[config.mk]
export PLATFORM = sky130hd
export DESIGN_NAME = gps_ca_sig_gen
export DESIGN_NICKNAME = d
export VERILOG_FILES = /design/src/rtl/gps_pkg.sv /design/src/rtl/gps_ca_code_gen.sv /design/src/rtl/gps_ca_sig_gen.sv
export SDC_FILE = /design/constraint.sdc
export NUM_CORES = 1
export LEC_CHECK = 0
export BUFFER_PORTS_ARGS = -buffer_cell sky130_fd_sc_hd__buf_4
export CELL_PAD_IN_SITES_DETAIL_PLACEMENT = 1
export CELL_PAD_IN_SITES_GLOBAL_PLACEMENT = 1
export CORE_AREA = 5 5 184 133
export CTS_BUF_LIST = sky130_fd_sc_hd__clkbuf_4 sky130_fd_sc_hd__clkbuf_8
export DETAILED_ROUTE_END_ITERATION = 10
export DIE_AREA = 0 0 189 138
export PLACE_DENSITY = 0.79
export SLEW_MARGIN = 20
export SYNTH_ARGS = -nofsm -noshare
export SYNTH_HDL_FRONTEND = slang
export SYNTH_SLANG_ARGS = --single-unit
[constraint.sdc]
create_clock -name clk -period 3 [get_ports clk]
set_input_delay 0.45 -clock clk [delete_from_list [all_inputs] [get_ports clk]]
set_output_delay 0.45 -clock clk [all_outputs]
set_load 0.01 [all_outputs]
[src/rtl/gps_pkg.sv]
// gps_pkg: shared GPS L1 C/A state type, code length and PRN G2 tap table
package gps_pkg;
  typedef enum logic [1:0] {IDLE, PRELOAD, RUN} state_t;
  localparam int CA_LEN = 1023;
  // {t1,t2} G2 phase-selector taps, one nibble each
  function automatic logic [7:0] prn_taps(input logic [5:0] sat);
    case (sat)
      6'd1:  return 8'h26;
      6'd2:  return 8'h37;
      6'd3:  return 8'h48;
      6'd4:  return 8'h59;
      6'd5:  return 8'h19;
      6'd6:  return 8'h2a;
      6'd7:  return 8'h18;
      6'd8:  return 8'h29;
      6'd9:  return 8'h3a;
      6'd10: return 8'h23;
      6'd11: return 8'h34;
      6'd12: return 8'h56;
      6'd13: return 8'h67;
      6'd14: return 8'h78;
      6'd15: return 8'h89;
      6'd16: return 8'h9a;
      6'd17: return 8'h14;
      6'd18: return 8'h25;
      6'd19: return 8'h36;
      6'd20: return 8'h47;
      6'd21: return 8'h58;
      6'd22: return 8'h69;
      6'd23: return 8'h13;
      6'd24: return 8'h46;
      6'd25: return 8'h57;
      6'd26: return 8'h68;
      6'd27: return 8'h79;
      6'd28: return 8'h8a;
      6'd29: return 8'h16;
      6'd30: return 8'h27;
      6'd31: return 8'h38;
      6'd32: return 8'h49;
      default: return 8'h00;
    endcase
  endfunction
endpackage

[src/rtl/gps_ca_code_gen.sv]
// gps_ca_code_gen: G1/G2 LFSR pair and chip counter producing C/A chips for one PRN
module gps_ca_code_gen
  import gps_pkg::*;
(
  input  logic       clk,
  input  logic       rst,
  input  logic       reload,
  input  logic       advance,
  input  logic [5:0] sat,
  output logic       chip,
  output logic       epoch
);
  logic [10:1] g1, g2;
  logic [9:0] cnt;
  logic [3:0] t1, t2;
  assign {t1, t2} = prn_taps(sat);
  assign chip = g1[10] ^ g2[t1] ^ g2[t2];
  assign epoch = advance && cnt == 10'(CA_LEN - 1);
  always_ff @(posedge clk) begin
    if (rst || reload) begin
      g1 <= '1;
      g2 <= '1;
      cnt <= '0;
    end else if (advance) begin
      g1 <= epoch ? '1 : {g1[9:1], g1[3] ^ g1[10]};
      g2 <= epoch ? '1 : {g2[9:1], g2[2] ^ g2[3] ^ g2[6] ^ g2[8] ^ g2[9] ^ g2[10]};
      cnt <= epoch ? '0 : cnt + 10'd1;
    end
  end
endmodule

[src/rtl/gps_ca_sig_gen.sv]
// gps_ca_sig_gen: 1-bit I/Q GPS L1 C/A baseband generator with nav data and sample clock
module gps_ca_sig_gen
  import gps_pkg::*;
#(
  parameter int NCO_BITS       = 32,
  parameter int SAMPLE_DIV     = 4,
  parameter int EPOCHS_PER_BIT = 20
) (
  input  logic                clk,
  input  logic                rst,
  input  logic                start,
  input  logic                stop,
  input  logic [5:0]          satelite,
  input  logic [9:0]          code_phase,
  input  logic [NCO_BITS-1:0] code_step,
  input  logic [NCO_BITS-1:0] carr_step,
  input  logic                nav_valid,
  input  logic                nav_bit,
  output logic                nav_ready,
  output logic                adc_clk,
  output logic                i_sample,
  output logic                q_sample,
  output logic                epoch,
  output logic                busy,
  output logic                cfg_err,
  output logic                nav_underrun
);
  localparam int DW = SAMPLE_DIV > 2 ? $clog2(SAMPLE_DIV) : 1;
  localparam int EW = EPOCHS_PER_BIT > 2 ? $clog2(EPOCHS_PER_BIT) : 1;
  state_t state, state_n;
  logic [5:0] sat_q;
  logic [9:0] pre;
  logic [DW-1:0] div;
  logic [EW-1:0] ep_cnt;
  logic [NCO_BITS-1:0] code_acc, carr_acc;
  logic [NCO_BITS:0] code_sum;
  logic cfg_ok, go, enter, tick, advance, take, chip, wrap, nav, nav_s, sin_s, cos_s;
  assign cfg_ok = satelite != 6'd0 && satelite <= 6'd32 && code_phase <= 10'd1022;
  assign go = state == IDLE && start && !stop && cfg_ok;
  assign enter = state == PRELOAD && pre == 10'd0 && !stop;
  // a sample tick loads the sample shown during the next divider count 0
  assign tick = enter || (state == RUN && div == DW'(SAMPLE_DIV - 1) && !stop);
  assign code_sum = {1'b0, code_acc} + {1'b0, code_step};
  assign advance = (state == PRELOAD && pre != 10'd0 && !stop) || (tick && code_sum[NCO_BITS]);
  assign take = enter || (state == RUN && wrap && ep_cnt == EW'(EPOCHS_PER_BIT - 1));
  assign nav_s = enter ? nav_valid & nav_bit : nav;
  assign sin_s = carr_acc[NCO_BITS-1];
  assign cos_s = carr_acc[NCO_BITS-1] ^ carr_acc[NCO_BITS-2];
  assign nav_ready = take && nav_valid;
  assign busy = state != IDLE;
  assign adc_clk = state == RUN && div < DW'(SAMPLE_DIV / 2);
  always_comb state_n = stop ? IDLE : go ? PRELOAD : enter ? RUN : state;
  gps_ca_code_gen u_code (
    .clk(clk), .rst(rst), .reload(go), .advance(advance), .sat(sat_q), .chip(chip), .epoch(wrap)
  );
  always_ff @(posedge clk) begin
    if (rst) begin
      state <= IDLE;
      sat_q <= '0;
      pre <= '0;
      div <= '0;
      ep_cnt <= '0;
      code_acc <= '0;
      carr_acc <= '0;
      nav <= 1'b0;
      i_sample <= 1'b0;
      q_sample <= 1'b0;
      epoch <= 1'b0;
      cfg_err <= 1'b0;
      nav_underrun <= 1'b0;
    end else begin
      state <= state_n;
      if (state == IDLE && start && !stop) cfg_err <= !cfg_ok;
      if (go) begin
        sat_q <= satelite;
        pre <= code_phase;
        div <= '0;
        code_acc <= '0;
        carr_acc <= '0;
        nav_underrun <= 1'b0;
      end
      if (state == PRELOAD && pre != 10'd0) pre <= pre - 10'd1;
      if (state == RUN) div <= div == DW'(SAMPLE_DIV - 1) ? '0 : div + DW'(1);
      if (tick) begin
        i_sample <= chip ^ nav_s ^ cos_s;
        q_sample <= chip ^ nav_s ^ sin_s;
        code_acc <= code_sum[NCO_BITS-1:0];
        carr_acc <= carr_acc + carr_step;
      end
      if (take) begin
        nav <= nav_valid & nav_bit;
        ep_cnt <= '0;
        if (!nav_valid) nav_underrun <= 1'b1;
      end else if (state == RUN && wrap) ep_cnt <= ep_cnt + EW'(1);
      epoch <= state == RUN && wrap;
      if (stop) begin
        i_sample <= 1'b0;
        q_sample <= 1'b0;
      end
    end
  end
endmodule

### Word-level counts from Yosys, hierarchy flattened

Memories as Yosys holds them, arrays and structs flattened. A register that Yosys moved wholly into a read port is not among the register bits.
Cells that the tools add are included.

| storage, ports and cells | value |
|---|---|
| register bits | 125 |
| ROM bits | 512 |
| input port bits | 86 |
| output and inout bits | 8 |
| word-level logic and storage cells | 105 |
| memories | 1 |

| operators by class | value |
|---|---|
| add/subtract/negate cells | 6 |
| magnitude comparators | 5 |
| equal/unequal tests | 5 |
| multiplexer cells | 23 |
| bitwise operators | 13 |
| reduce and logical (&&, ||, !) cells | 35 |

Memories:

| name | depth | bits a word | rd ports | clocked after memory_dff | wr ports | line | text |
|---|---|---|---|---|---|---|---|
| (no name shown) | 64 | 8 | 1 | 1 | 0 | gps_pkg.sv:7 | `case (sat)` |

Operators by type and width:

| cell | count |
|---|---|
| 32-bit two-way mux | 3 |
| 10-bit two-way mux | 5 |
| 32-bit by 32-bit adder with 33-bit output | 1 |
| 32-bit adder | 1 |
| 1-bit logical AND | 17 |
| 6-bit two-way mux | 2 |
| 1-bit bitwise XOR | 12 |
| 10-bit by 1-bit adder with 10-bit output (second input constant) | 1 |
| 10-bit == test (second input constant) | 1 |
| 10-bit less-or-equal comparator (second input constant) | 1 |
| 10-bit logical NOT | 1 |
| 4-bit by 5-bit < comparator with 1-bit output (second input constant) | 2 |
| 10-bit nonzero test | 1 |
| 2-bit nonzero test | 5 |
| 10-bit by 1-bit subtractor with 10-bit output (second input constant) | 1 |
| 1-bit binary-select mux with 4-bit select | 2 |
| 1-bit two-way mux | 8 |
| 6-bit less-or-equal comparator (second input constant) | 1 |
| 2-bit two-way mux | 3 |
| 6-bit nonzero test | 1 |
| 5-bit by 1-bit adder with 5-bit output (second input constant) | 1 |
| 5-bit == test (second input constant) | 1 |
| 2-bit == test (second input constant) | 2 |
| 1-bit logical OR | 4 |
| 8 further kinds | 10 |

### Longest topological paths before layout

| depth | value |
|---|---|
| depth in word-level cells | 11 |
| gate-level depth with buffers | 13 |
| gate-level depth less buffers | 11 |

### Cells and area by module

Synthesis repeated with hierarchy kept, for this count alone.

| second synthesis, totals | value |
|---|---|
| cell total of the unflattened synthesis | 1111 |
| area, all modules | 8873.5 um^2 |

By module, submodules not included:

| module | times used | cells each | area an instance (um^2) | seq. area each (um^2) |
|---|---|---|---|---|
| gps_ca_sig_gen | 1 | 895 | 6930.4 | 1901.8 |
| gps_ca_code_gen | 1 | 216 | 1943.1 | 600.6 |

### Least setup slack after synthesis

No wires, ideal clock.

| timing path | value |
|---|---|
| path kind | input port to output port |
| start point | input port code_step[0] |
| end point | output port nav_ready |
| arrival | 2883 ps |
| required time | 2550 ps |
| setup slack | -333 ps |
| stages | 10 |
| buffers on the path | 0 |
| cells stage by stage | ha_1 > inv_1 > fa_1 > nor2b_1 > o31ai_1 > a211oi_2 > o2111ai_2 > a2111oi_4 > o2111ai_1 > a21boi_0 |

| between the ends | value |
|---|---|
| longest elaborated chain between the ends | 8 |

RTL lines:

| what | line | text |
|---|---|---|
| start, declared | gps_ca_sig_gen.sv:15 | `input logic [NCO_BITS-1:0] code_step,` |
| 32-bit by 32-bit adder with 33-bit output | gps_ca_sig_gen.sv:43 | `assign code_sum = {1'b0, code_acc} + {1'b0, code_step};` |
| 1-bit logical AND | gps_ca_sig_gen.sv:44 | `assign advance = (state == PRELOAD && pre != 10'd0 && !stop) \|\| (tick && code_sum[NCO_BITS]);` |
| 1-bit logical OR | gps_ca_sig_gen.sv:44 |  |
| 1-bit logical AND | gps_ca_code_gen.sv:18 | `assign epoch = advance && cnt == 10'(CA_LEN - 1);` |
| 1-bit logical AND (2 in a row) | gps_ca_sig_gen.sv:45 | `assign take = enter \|\| (state == RUN && wrap && ep_cnt == EW'(EPOCHS_PER_BIT - 1));` |
| 1-bit logical OR | gps_ca_sig_gen.sv:45 |  |
| 1-bit logical AND | gps_ca_sig_gen.sv:49 | `assign nav_ready = take && nav_valid;` |
| end, declared | gps_ca_sig_gen.sv:19 | `output logic nav_ready,` |

Every way passes these cells.

### Worst setup path in the final report

| timing path | value |
|---|---|
| start point | register code_acc[0] |
| end point | output port nav_ready |

| between the ends | value |
|---|---|
| longest elaborated chain between the ends | 8 |

RTL lines:

| what | line | text |
|---|---|---|
| start, declared | gps_ca_sig_gen.sv:35 | `logic [NCO_BITS-1:0] code_acc, carr_acc;` |
| start signal, assigned | gps_ca_sig_gen.sv:87 | `code_acc <= code_sum[NCO_BITS-1:0];` |
| 32-bit by 32-bit adder with 33-bit output | gps_ca_sig_gen.sv:43 |  |
| 1-bit logical AND | gps_ca_sig_gen.sv:44 |  |
| 1-bit logical OR | gps_ca_sig_gen.sv:44 |  |
| 1-bit logical AND | gps_ca_code_gen.sv:18 |  |
| 1-bit logical AND (2 in a row) | gps_ca_sig_gen.sv:45 |  |
| 1-bit logical OR | gps_ca_sig_gen.sv:45 |  |
| 1-bit logical AND | gps_ca_sig_gen.sv:49 |  |

Every way passes these cells.

==> reports/qor.txt <==
Post-synth ARST share -> 0%
CP max stage delay -> 360 ps
GPL Wtd Cong -> 0.868
cells after synthesis -> 1,154
die area -> 26,100 um2
Die Wd -> 189 um
Core Area -> 22,400 um2
# DRC -> 0
DR vias/cell -> 5.84
Tmin final -> 3490 ps
period utilization -> 116%
Ys Warns -> 0
family with the most delay on the worst path -> compound AO/OA/AOI/OAI gates
crit path cell chain -> ha_4, inv_2, fa_2, nor2b_4, o31ai_4, a211oi_4, o2111ai_2, a2111oi_4, buf_4, o2111ai_4, a21boi_2, buf_4
Starting Density -> 40.4%
share of post-route cells with drive strength above 1 -> 25.1%
most common cell after layout, fill and taps aside -> buf_4
Syn Nets -> 1,316
RSZ-0062 raised after global routing -> true
final hold slack -> 247 ps
status -> finished with violations
post-synthesis xor/xnor area fraction -> 5.23%
FILL cells -> 2,728
max capacitance violation total -> 0
startpoint types -> flop
port bufs -> 93
initial antenna violation count -> 0
Compound-Gate Fraction of Synth Area -> 26.0%
H-tree depth -> 4
vias in the first global route -> 9,924
power per cell area -> 359 nW/um2
Worst Path Class, Setup -> reg -> out
Tot Pwr -> 4280 uW
Yosys reg bits -> 133
data required time at the worst endpoint -> 2550 ps
Post-CTS Hold Fix Bufs -> 0
worst min-delay path class -> in -> reg
Top FF cell, synth -> dfxtp_1
clock sink total -> 133
Worst Path Buf+Inv -> 3
area share of fa/ha/maj cells after synthesis -> 10.7%
Pleak -> 0.00511 uW
Worst slew margin -> 44.8%
# diodes -> 0
syn avg cell area -> 7.84 um2
number of CTS-inserted buffers -> 17
clock latency on the worst-skew pair -> 470 ps
routed wire length -> 32,400 um
Post-Route Skew -> 16.3 ps
Worst-path clk slew -> 90 ps
Wirelength per Cell -> 19.3 um
Die Height -> 138 um
most frequent cells in the layout -> buf_4, nand2_1, dfxtp_1
setup TNS -> -9080 ps
Seq/Total Area, Yosys -> 29.4%
Pins Over Slew Limit -> 0
GRT Overall Usage -> 22.9%
CP Capture Type -> primary output
arrival time at the worst endpoint -> 3040 ps
placement row count -> 46
Area Growth Syn to Fin -> 31.9%
maximum vdd ir drop -> 0.000271 V
gr ovfl total -> 0
mux cell area share after synthesis -> 1.84%
CTS tree -> built
number of flops mapped to enable cells by yosys -> 0
drt initial violations -> 597
largest net degree at the start of global routing -> 38
Achievable Freq -> 0.286 GHz
worst slew pin tran -> 825 ps
violations in the final reports -> setup timing
Place WS -> -371 ps
Cell variety after synth -> 71
Final Hold Fails -> 0
post-route antenna net violation count -> 0
Crit Path Max Fanout -> 2
mapped cell area -> 9040 um2
clock tree buffer depth -> 2
dpl hpwl -> 22,700 um
Critical Path Slowest Stage Cell -> dfxtp_2
Most Frequent Cell on Critical Path -> buf_4
io pins -> 94
Reg2Reg Setup Slack -> -390 ps
fin worst setup slack -> -494 ps
post-synthesis simple-gate area fraction -> 23.2%
first-pass GRT wire length -> 50,300 um
root buffer cell -> clkbuf_8
combinational family with the most area after synthesis -> compound AO/OA/AOI/OAI gates
Vias -> 9,764
Nets -> 1,535
final setup vio count -> 37
Pre-antenna DRT Iters -> 5
==> worst reg2reg max path: cells and delay by family, from the launching register on <==
family,cells,cell delay (ps)
adders and majority gates,2,490
buffers and inverters,7,730
and+or+nand+nor,2,580
AOI/OAI and AO/OA,6,1170
DFF,1,360
==> Yosys cell counts (12+ instances only) <==
cell	instances	area, um2
nand2b_1	12	75.1
and3_1	13	81.3
o21ai_0	65	325
o31ai_1	12	90.1
a21oi_1	112	561
nand4_1	12	75.1
clkbuf_1	34	128
nand3_1	77	385
nor2_1	76	285
nand2_1	144	541
a21o_1	38	285
inv_1	36	135
a31oi_1	14	87.6
xor2_1	23	201
ha_1	74	926
or3_1	20	125
o21a_1	14	105
nor3_1	26	130
xnor2_1	31	272
dfxtp_1	133	2660
o211ai_1	18	135
==> cell families (layout without fill, tap and decap cells) <==
family / Yosys count / count (layout)
XOR/XNOR: 54 / 54
adder cells (fa/ha/maj): 76 / 76
AO/OA/AOI/OAI: 360 / 360
buffers and inverters: 83 / 314
multiplexers: 14 / 14
AND/OR/NAND/NOR: 434 / 434
flip-flops: 133 / 133
==> area by class of cell <==
| class | count | area [um2] | area share (%) |
|---|---|---|---|
| Clock buffer | 17 | 234 | 1.96 |
| Sequential cell | 133 | 2660 | 22.3 |
| Tap cell | 288 | 360 | 3.02 |
| Inverter | 37 | 139 | 1.16 |
| Timing Repair Buffer | 246 | 1940 | 16.2 |
| Multi-Input combinational cell | 938 | 6390 | 53.6 |
| Clock inverter | 14 | 201 | 1.69 |
==> sequential cells by signal (all words and copies together) (netlist names) <==
| name | count |
|---|---|
| q_sample | 1 |
| epoch | 1 |
| cfg_err | 1 |
| div | 2 |
| u_code.t2 | 4 |
| state | 2 |
| u_code.cnt | 10 |
| carr_acc | 32 |
| u_code.g1 | 10 |
| nav | 1 |
| ep_cnt | 5 |
| sat_q | 6 |
| code_acc | 32 |
| u_code.g2 | 10 |
| u_code.t1 | 4 |
| pre | 10 |
| i_sample | 1 |
| nav_underrun | 1 |
==> report_power, final <==
group,leakage [uW],switching (uW),internal [uW],total (uW)
Sequential,0.00108,35.2,1800,1830
Clock,0.000213,834,913,1750
Combinational,0.00383,373,325,698
==> repair_timing <==
item                       4_1_cts  5_1_grt
buffers inserted                 6       14
resized for setup               15       58
setup endpoints to repair       37       50
pin swaps                        8       19
hold endpoints to repair         0        0
cloned                           0        3
==> worst paths after layout <==
| kind | startpoint | endpoint | depth (start not counted) |
|---|---|---|---|
| setup reg to reg | code_acc[0] | u_code.cnt[8] | 17 |
| setup / recovery | code_acc[0] | nav_ready | 12 |
| hold / removal | nav_valid | nav_underrun | 3 |
| hold reg to reg | nav_underrun | nav_underrun | 2 |
==> per-stage QoR <==
| stage | instance area [um2] | instances | util (%) |
|---|---|---|---|
| after global placement | 11000 | 1619 | 49.0 |
| after floorplan | 9080 | 1154 | - |
| after global routing | 11900 | 1673 | 53.3 |
| final | 11900 | 1673 | 53.3 |
| after detailed placement | 11000 | 1619 | 49.0 |
| after CTS | 11500 | 1656 | 51.5 |
==> per-layer routing <==
layer,GRT usage (%),routed length [um],part of all wire [%]
met5,0,0,0
met4,4.45,361,1.1
met3,4.28,1550,4.8
met2,37.2,15200,47
met1,32.0,15300,47
(Power assumes the default switching activity.)
